File: src/rtl/lc3_operand_fetch.sv
// rtl/lc3_operand_fetch.sv - LC3 decode-stage operand fetch with busy-scoreboard interlock.
// Optional macro BYPASS_EN: forward same-cycle writeback data to busy sources instead of stalling.
module lc3_operand_fetch #(
    parameter int DATA_W      = 16,
    parameter int STALL_CNT_W = 8
) (
    input  logic                   clk,
    input  logic                   rst,
    input  logic                   in_valid,
    output logic                   in_ready,
    input  logic [15:0]            instr,
    input  logic [15:0]            npc_in,
    output logic [2:0]             sr1,
    output logic [2:0]             sr2,
    input  logic [DATA_W-1:0]      VSR1,
    input  logic [DATA_W-1:0]      VSR2,
    input  logic                   wb_en,
    input  logic [2:0]             wb_dr,
    input  logic [DATA_W-1:0]      wb_data,
    output logic                   out_valid,
    input  logic                   out_ready,
    output logic [15:0]            out_ir,
    output logic [15:0]            out_npc,
    output logic [DATA_W-1:0]      out_vsr1,
    output logic [DATA_W-1:0]      out_vsr2,
    output logic [DATA_W-1:0]      out_imm,
    output logic [2:0]             out_dr,
    output logic                   out_dr_we,
    output logic [STALL_CNT_W-1:0] stall_cnt
);
    localparam logic [3:0] OP_BR  = 4'b0000;
    localparam logic [3:0] OP_ADD = 4'b0001;
    localparam logic [3:0] OP_LD  = 4'b0010;
    localparam logic [3:0] OP_ST  = 4'b0011;
    localparam logic [3:0] OP_AND = 4'b0101;
    localparam logic [3:0] OP_LDR = 4'b0110;
    localparam logic [3:0] OP_STR = 4'b0111;
    localparam logic [3:0] OP_NOT = 4'b1001;
    localparam logic [3:0] OP_LDI = 4'b1010;
    localparam logic [3:0] OP_STI = 4'b1011;
    localparam logic [3:0] OP_JMP = 4'b1100;
    localparam logic [3:0] OP_LEA = 4'b1110;

    logic [3:0]        opcode;
    logic [2:0]        dr;
    logic              use1, use2, dr_we;
    logic [DATA_W-1:0] imm;
    logic [7:0]        busy, busy_next;
    logic              fwd1, fwd2, hazard, accept;
    logic [DATA_W-1:0] vsr1_sel, vsr2_sel;

    assign opcode = instr[15:12];
    assign dr     = instr[11:9];
    assign sr1    = instr[8:6];
    assign sr2    = (opcode == OP_ST || opcode == OP_STI || opcode == OP_STR) ? instr[11:9] : instr[2:0];

    always_comb begin
        use1  = 1'b0;
        use2  = 1'b0;
        dr_we = 1'b0;
        imm   = '0;
        case (opcode)
            OP_ADD, OP_AND: begin
                use1  = 1'b1;
                use2  = ~instr[5];
                dr_we = 1'b1;
                if (instr[5]) imm = {{(DATA_W-5){instr[4]}}, instr[4:0]};
            end
            OP_NOT: begin
                use1  = 1'b1;
                dr_we = 1'b1;
            end
            OP_LDR: begin
                use1  = 1'b1;
                dr_we = 1'b1;
                imm   = {{(DATA_W-6){instr[5]}}, instr[5:0]};
            end
            OP_STR: begin
                use1 = 1'b1;
                use2 = 1'b1;
                imm  = {{(DATA_W-6){instr[5]}}, instr[5:0]};
            end
            OP_JMP: use1 = 1'b1;
            OP_ST, OP_STI: begin
                use2 = 1'b1;
                imm  = {{(DATA_W-9){instr[8]}}, instr[8:0]};
            end
            OP_LD, OP_LDI, OP_LEA: begin
                dr_we = 1'b1;
                imm   = {{(DATA_W-9){instr[8]}}, instr[8:0]};
            end
            OP_BR: imm = {{(DATA_W-9){instr[8]}}, instr[8:0]};
            default: ;
        endcase
    end

`ifdef BYPASS_EN
    assign fwd1 = wb_en && (wb_dr == sr1);
    assign fwd2 = wb_en && (wb_dr == sr2);
`else
    assign fwd1 = 1'b0;
    assign fwd2 = 1'b0;
`endif

    assign vsr1_sel = fwd1 ? wb_data : VSR1;
    assign vsr2_sel = fwd2 ? wb_data : VSR2;

    // A WAW hazard resolves as soon as the writeback retires, bypass or not.
    assign hazard = (use1 && busy[sr1] && !fwd1)
                 || (use2 && busy[sr2] && !fwd2)
                 || (dr_we && busy[dr] && !(wb_en && (wb_dr == dr)));

    assign in_ready = (!out_valid || out_ready) && !hazard;
    assign accept   = in_valid && in_ready;

    always_comb begin
        busy_next = busy;
        if (wb_en)           busy_next[wb_dr] = 1'b0;
        if (accept && dr_we) busy_next[dr]    = 1'b1;
    end

    always_ff @(posedge clk) begin
        if (rst) begin
            out_valid <= 1'b0;
            out_ir    <= '0;
            out_npc   <= '0;
            out_vsr1  <= '0;
            out_vsr2  <= '0;
            out_imm   <= '0;
            out_dr    <= '0;
            out_dr_we <= 1'b0;
            busy      <= '0;
            stall_cnt <= '0;
        end else begin
            if (accept) begin
                out_valid <= 1'b1;
                out_ir    <= instr;
                out_npc   <= npc_in;
                out_vsr1  <= vsr1_sel;
                out_vsr2  <= vsr2_sel;
                out_imm   <= imm;
                out_dr    <= dr;
                out_dr_we <= dr_we;
            end else if (out_ready) begin
                out_valid <= 1'b0;
            end
            busy <= busy_next;
            if (in_valid && hazard && (stall_cnt != '1))
                stall_cnt <= stall_cnt + 1'b1;
        end
    end
endmodule

File: config.mk
export PLATFORM = sky130hd
export DESIGN_NAME = lc3_operand_fetch
export DESIGN_NICKNAME = d
export VERILOG_FILES = /design/src/rtl/lc3_operand_fetch.sv
export SDC_FILE = /design/constraint.sdc
export NUM_CORES = 1
export LEC_CHECK = 0
export ABC_AREA = 1
export BUFFER_PORTS_ARGS = -buffer_cell sky130_fd_sc_hd__buf_4
export CAP_MARGIN = 20
export CORE_UTILIZATION = 40
export CTS_CLUSTER_DIAMETER = 120
export CTS_CLUSTER_SIZE = 12
export DETAILED_ROUTE_END_ITERATION = 16
export PLACE_DENSITY = 0.67
export SKIP_CTS_REPAIR_TIMING = 1
export SYNTH_ARGS = -nofsm -noshare
export SYNTH_HDL_FRONTEND = slang
export SYNTH_SLANG_ARGS = --single-unit
File: constraint.sdc
create_clock -name clk -period 1.95 [get_ports clk]
set_input_delay 0.0975 -clock clk [delete_from_list [all_inputs] [get_ports clk]]
set_output_delay 0.0975 -clock clk [all_outputs]
set_load 0.005 [all_outputs]
==> metrics.md, run 1 <==
| Metric | Value |
|---|---|
| Dominant synthesized flop cell | `dfxtp_1` |
| Grt met2 use | `34.4%` |
| CTS Sinks | `91` |
| Total die area | `10500 um^2` |
| Post-synthesis register bit count | `91` |
| Maximum clock path buffer count | `2` |
| Met3 usage | `5.15%` |
| Commonest non-fill, non-tap cells in the layout | `buf_4 (173), nor2_1 (136), dfxtp_1 (90), nand2_1 (68), dlygate4sd3_1 (47)` |
| Reg2Reg Launch Point | `busy[7]$_SDFF_PP0_` |
| Finished Layout Cells | `901` |
| Ys Warns | `0` |
| Number of global-route vias before repair | `3645` |
| Share of cells above drive strength 1 | `28.3%` |
| Root Driver | `clkbuf_8` |
| DRT Pass-1 Iters | `5` |
| First-pass GRT wire length | `17200 um` |
| Worst r2r path cells | `13` |
| Worst-margin pin slew | `0.377 ns` |
| Port Buffers | `171` |
| Via density | `4.83` |
| Post-DRT Antenna Nets | `0` |
| Via count | `4356` |
| Largest family of logic cells by synthesized area | `simple AND/OR/NAND/NOR gates` |
| Hold Fails Final Rpt | `2` |
| Asr flop ratio synth | `0%` |
| Die H | `103 um` |
| Required time worst endpoint | `2.23 ns` |
| Setup Viol. Count Final | `0` |
| Failing checks | `hold timing` |
| R2R Setup Slk | `0.11 ns` |
| Commonest non-fill, non-tap cell in the layout | `buf_4` |
| Synthesized area per cell | `7.18 um^2` |
| Cell row count | `36` |
| Distinct cells, synth | `32` |
| Mux contribution to synthesized area | `0%` |
| Synthesized instance count | `564` |
| Compound-Gate Fraction of Synth Area | `15.9%` |
| Slew HR | `74.8%` |
| TritonCTS Buffers | `9` |
| Fin crit share | `94.2%` |
| Hold slack final | `-0.0370 ns` |
| Post-Syn Nets | `653` |
| I/O pins | `188` |
| Power density over the cells | `741 nW/um^2` |
| Worst EP arrival | `2.12 ns` |
| Placer congestion estimate | `0.899` |
| Tmin final | `1.84 ns` |
| Maximum vdd drop | `0.367 mV` |
| Slew Limit Fails | `0` |
| Reg-to-reg endpoint | `busy[7]$_SDFF_PP0_` |
| CP Launch Point | `busy[7]$_SDFF_PP0_` |
| DRC violations left | `0` |
| WL per Instance | `13.5 um` |
| Startpoint Class | `flop` |
| P_leak | `2.95 nW` |
| Setup TNS | `0 ns` |
| CTS clk-pin slew, worst paths | `0.09 ns` |
| GR Layer Usage met1 | `25.9%` |
| Grt ovf | `0` |
| Net count, final | `852` |
| Ant. Diodes | `0` |
| H-Tree Depth | `3` |
| Initial core utilization | `41.4%` |
| Post-Synth Adder-Cell Area | `0.309%` |
| Fmax | `0.545 GHz` |
| EDFF count, synth | `0` |
| CP Capture Point | `busy[7]$_SDFF_PP0_` |
| Die Span X | `103 um` |
| Max-cap violations | `0` |
| Status | `finished with violations` |
| Detailed placement HPWL | `7970 um` |
| Tightest Hold Check Type | `in2reg` |
| Largest net degree at the start of global routing | `63` |
| Simple-gate share of the synthesized area | `26.5%` |
| P&R area growth vs syn | `50.6%` |
| Mapped cell area | `4050 um^2` |
| CP Class | `reg2reg` |
| CP Capture Type | `flop` |
| Gr busiest metal | `met2` |
| Setup repair after global routing missed its margin | `yes` |
| CTS tree | `done` |
| CP max FO | `10` |
| Skew-Pair Late Insertion Delay | `0.36 ns` |
| Sequential share of the synthesized area | `45.0%` |
| Core ar. | `9770 um^2` |
| Post-Place Cells | `833` |
| Routed wire length | `12200 um` |
| All-layer global routing usage | `20.9%` |
| Initial antenna violation count | `0` |
| Tot Pwr | `4.52 mW` |
| Starting DRC count in detailed routing | `175` |
| Setup Skew | `0.0125 ns` |
| Synth Area in XOR/XNOR | `1.73%` |
-- metal layers --
layer	vias to the layer above	part of all wire, %
li1	2206	-
met1	1997	44
met2	143	48
met3	10	6.6
met4	0	1.1
met5	-	0
-- synthesized netlist by cell type, types with 2 or more instances --
library cell  number  area share, %
buf_6              5            1.4
nor3_1             2           0.25
nand2_1           69            6.4
buf_4             17            3.2
xor2_1             5            1.1
o21ai_0           47            5.8
nand2_4            2           0.56
o22ai_1            2           0.31
xnor2_1            3           0.65
o21ai_1           33            4.1
dfxtp_1           91             45
inv_1             37            3.4
nand3_2            2           0.49
buf_2             10            1.2
nor2_1           137             13
clkbuf_1           9           0.83
nand2_2            2           0.31
inv_2              3           0.28
a21oi_1           38            4.7
nand3_1           38            4.7
-- state kept, by name, summed over array words and instances, names as in the netlist --
register	count
out_npc	16
out_valid	1
out_imm	9
busy	8
out_vsr2	16
out_dr_we	1
out_vsr1	16
out_ir	16
stall_cnt	8
-- logic make-up (layout without fill, tap and decap cells) --
logic type,after synthesis,count (layout)
adders and majority gates,1,1
buffers and inverters,83,287
xor gates and xnor gates,8,8
and+or+nand+nor,256,256
AOI/OAI and AO/OA,125,125
DFF,91,91
-- worst max-delay path, stage by stage, from the launching register on --
cell and delay [ns]:
dfxtp_2 0.33, inv_1 0.07, nand2_1 0.05, o21ai_1 0.09, nand2_1 0.08, a21oi_2 0.14
nor2_1 0.07, nor2_2 0.13, nand3_2 0.13, nor2_4 0.19, buf_6 0.14, clkbuf_16 0.15
nand3_1 0.07, a21oi_1 0.12
-- metrics by stage --
step	hold slack (ns)	util, %	area (um^2)	worst slack [ns]
5_1_grt	0.00752	62.4	6100	-0.0361
6_report	-0.0370	62.4	6100	0.114
3_3_place_gp	0.319	54.5	5330	0.130
3_5_place_dp	0.326	54.5	5330	0.0827
4_1_cts	-0.0661	56.5	5520	0.0586
2_1_floorplan	0.232	-	4050	0.330
-- report_power, final --
group / switching [mW] / internal, mW
logic: 0.549 / 0.594
clock network: 0.654 / 0.601
registers: 0.0939 / 2.03
-- how the worst min path moves through the flow --
stage               depth (start not counted)  slack [ns]                        to  startpoint
global route                                3       0.008    out_ir[8]$_SDFFE_PP0P_    instr[8]
global placement                            3        0.32  out_vsr2[3]$_SDFFE_PP0P_     VSR2[3]
finish                                      3       -0.04  out_vsr2[1]$_SDFFE_PP0P_     VSR2[1]
CTS                                         3       -0.07  out_vsr2[8]$_SDFFE_PP0P_     VSR2[8]
detailed placement                          3        0.33  out_vsr2[0]$_SDFFE_PP0P_     VSR2[0]
floorplan                                   2        0.23    out_ir[7]$_SDFFE_PP0P_    instr[7]
-- layout make-up --
cell class	count	area [um^2]
inverters	42	159
clock buffers	11	131
multi-input cells	390	1820
flip-flops and latches	91	1820
fillers	841	3680
repair buffers	229	1930
clock inverters	5	61.3
well taps	133	166
Note: power is estimated with default switching activity, not from simulation.
==> run 2, diff against run 1 <==
--- a/config.mk
+++ b/config.mk
@@ -12,8 +12,10 @@
 export CTS_CLUSTER_DIAMETER = 120
 export CTS_CLUSTER_SIZE = 12
 export DETAILED_ROUTE_END_ITERATION = 16
+export GPL_TIMING_DRIVEN = 0
 export PLACE_DENSITY = 0.67
 export SKIP_CTS_REPAIR_TIMING = 1
+export SLEW_MARGIN = 20
 export SYNTH_ARGS = -nofsm -noshare
 export SYNTH_HDL_FRONTEND = slang
 export SYNTH_SLANG_ARGS = --single-unit
==> metrics.md, run 2 (synthesis results as in run 1) <==
| Metric | Value |
|---|---|
| Die Span X | `103 um (unchanged)` |
| P&R area growth vs syn | `55.4%` |
| Tmin final | `1.82 ns (-0.0199 ns)` |
| Total die area | `10500 um^2 (unchanged)` |
| Failing checks | `hold timing` |
| Setup Viol. Count Final | `0 (unchanged)` |
| Skew-Pair Late Insertion Delay | `0.36 ns (about the same)` |
| Hold slack final | `-0.0282 ns (+0.00885 ns)` |
| TritonCTS Buffers | `9 (unchanged)` |
| Worst-margin pin slew | `0.541 ns (+0.164 ns)` |
| Starting DRC count in detailed routing | `223 (+27%)` |
| Power density over the cells | `757 nW/um^2 (+2.1%)` |
| CTS tree | `done` |
| Startpoint Class | `flop` |
| Slowest CP cell | `dfxtp_2` |
| Share of cells above drive strength 1 | `31.3% (+3.0 points)` |
| CP max FO | `10 (unchanged)` |
| Detailed placement HPWL | `8960 um (+12%)` |
| Post-DRT Antenna Nets | `0 (unchanged)` |
| First-pass GRT wire length | `17900 um (+4.5%)` |
| Tightest Hold Check Type | `in2reg` |
| Commonest non-fill, non-tap cell in the layout | `buf_4` |
| Die H | `103 um (unchanged)` |
| Port Buffers | `168 (-1.8%)` |
| Status | `finished with violations` |
| Max-cap violations | `0 (unchanged)` |
| All-layer global routing usage | `22.0% (+1.1 points)` |
| Finished Layout Cells | `929 (+3.1%)` |
| Core ar. | `9770 um^2 (unchanged)` |
| Critical path's top delay family | `simple AND/OR/NAND/NOR gates` |
| Cell row count | `36 (unchanged)` |
| Ant. Diodes | `0 (unchanged)` |
| Slew HR | `63.9% (-11 points)` |
| Initial antenna violation count | `0 (unchanged)` |
| Slew Limit Fails | `0 (unchanged)` |
| CP dominant cell by count | `nor2_1` |
| Post-Place Cells | `865 (+3.8%)` |
| Commonest non-fill, non-tap cells in the layout | `buf_4 (184), nor2_1 (123), dfxtp_1 (89), nand2_1 (68), dlygate4sd3_1 (46)` |
| Crit path cell chain | `inv_1 > nand2_1 > o21ai_1 > nand2_1 > a21oi_2 > nor2_1 > nor2_1 > nand3_2 > inv_2 > nand2_4 > buf_12 > buf_6 > nor2_1 > nor2_1` |
| Grt ovf | `0 (unchanged)` |
| Placer congestion estimate | `0.872 (-2.9%)` |
| Root Driver | `clkbuf_8` |
| Maximum vdd drop | `0.388 mV (+5.7%)` |
| CTS Sinks | `91 (unchanged)` |
| Maximum clock path buffer count | `2 (unchanged)` |
| Largest net degree at the start of global routing | `16 (-75%)` |
| CP Class | `reg2reg` |
| Fmax | `0.551 GHz (+1.1%)` |
| DRC violations left | `0 (unchanged)` |
| Required time worst endpoint | `2.21 ns (-0.02 ns)` |
| DP Area | `5480 um^2 (+2.8%)` |
| Net count, final | `881 (+3.4%)` |
| Hold Fails Final Rpt | `3 (+1)` |
| WL per Instance | `13.7 um (+1.8%)` |
| DRT Pass-1 Iters | `5 (unchanged)` |
| Routed wire length | `12800 um (+4.9%)` |
| Post-route cell area | `6290 um^2 (+3.2%)` |
| Worst EP arrival | `2.07 ns (-0.05 ns)` |
| Setup Skew | `0.0116 ns (-0.000897 ns)` |
| Number of global-route vias before repair | `3749 (+2.9%)` |
| Fin crit share | `93.1% (-1.0 points)` |
| Via density | `4.80 (-0.65%)` |
| I/O pins | `188 (unchanged)` |
| H-Tree Depth | `3 (unchanged)` |
| CTS clk-pin slew, worst paths | `0.08 ns (about the same)` |
| Initial core utilization | `41.4% (unchanged)` |
| Worst path max stage delay | `0.34 ns (about the same)` |
| WP buf/inv | `4 (+1)` |
| Via count | `4462 (+2.4%)` |
| P_leak | `3.06 nW (+3.6%)` |
| CP Capture Type | `flop` |
## run 2: worst register-to-register path, cell delays in order (launching register included)
cell and delay, ns:
dfxtp_2 0.34, inv_1 0.07, nand2_1 0.05, o21ai_1 0.08, nand2_1 0.08, a21oi_2 0.11, nor2_1 0.05, nor2_1 0.15
nand3_2 0.17, inv_2 0.12, nand2_4 0.06, buf_12 0.14, buf_6 0.14, nor2_1 0.09, nor2_1 0.05
## run 2: stage by stage
step                      hold slack (ns)  utilization [%]  TNS [ns]  worst slack (ns)  power [mW]
after floorplan                     0.232                -         0             0.330        2.66
after global placement              0.319             56.0   -0.0206          -0.00782        3.20
after detailed placement            0.322             56.0    -0.253           -0.0512        3.22
after CTS                         -0.0624             58.3         0            0.0220        4.65
after global routing              0.00270             64.4   -0.0192           -0.0186        5.02
final                             -0.0282             64.4         0             0.134        4.76
## run 2: area by class of cell
| cell class | instances | area (um^2) |
|---|---|---|
| fill | 832 | 3480 |
| tap | 133 | 166 |
| buffer | 41 | 313 |
| multi-input combinational | 391 | 1860 |
| inverter | 42 | 159 |
| clock buffer | 10 | 138 |
| sequential | 91 | 1820 |
| clock inverter | 5 | 85.1 |
| timing repair buffer | 216 | 1750 |
## run 2: power breakdown
group | internal, mW | switching [mW]
Sequential | 2.03 | 0.0973
Clock | 0.757 | 0.678
Combinational | 0.628 | 0.575
## run 2: worst paths after layout
check                                             from                  endpoint  slack [ns]  depth (start not counted)
worst max register to register      busy[7]$_SDFF_PP0_  out_npc[14]$_SDFFE_PP0P_        0.13                         14
worst max-delay path                busy[7]$_SDFF_PP0_  out_npc[14]$_SDFFE_PP0P_        0.13                         14
worst min-delay path                           VSR2[1]  out_vsr2[1]$_SDFFE_PP0P_       -0.03                          3
worst min register to register  out_ir[1]$_SDFFE_PP0P_    out_ir[1]$_SDFFE_PP0P_        0.47                          2
## run 2: layer usage
metal / wire length, um / global-route usage [%] / share of wire, %
met1: 5600 / 29.0 / 44
met5: 0 / 0 / 0
met4: 192 / 8.13 / 1.5
met3: 871 / 4.68 / 6.8
met2: 6090 / 35.5 / 48
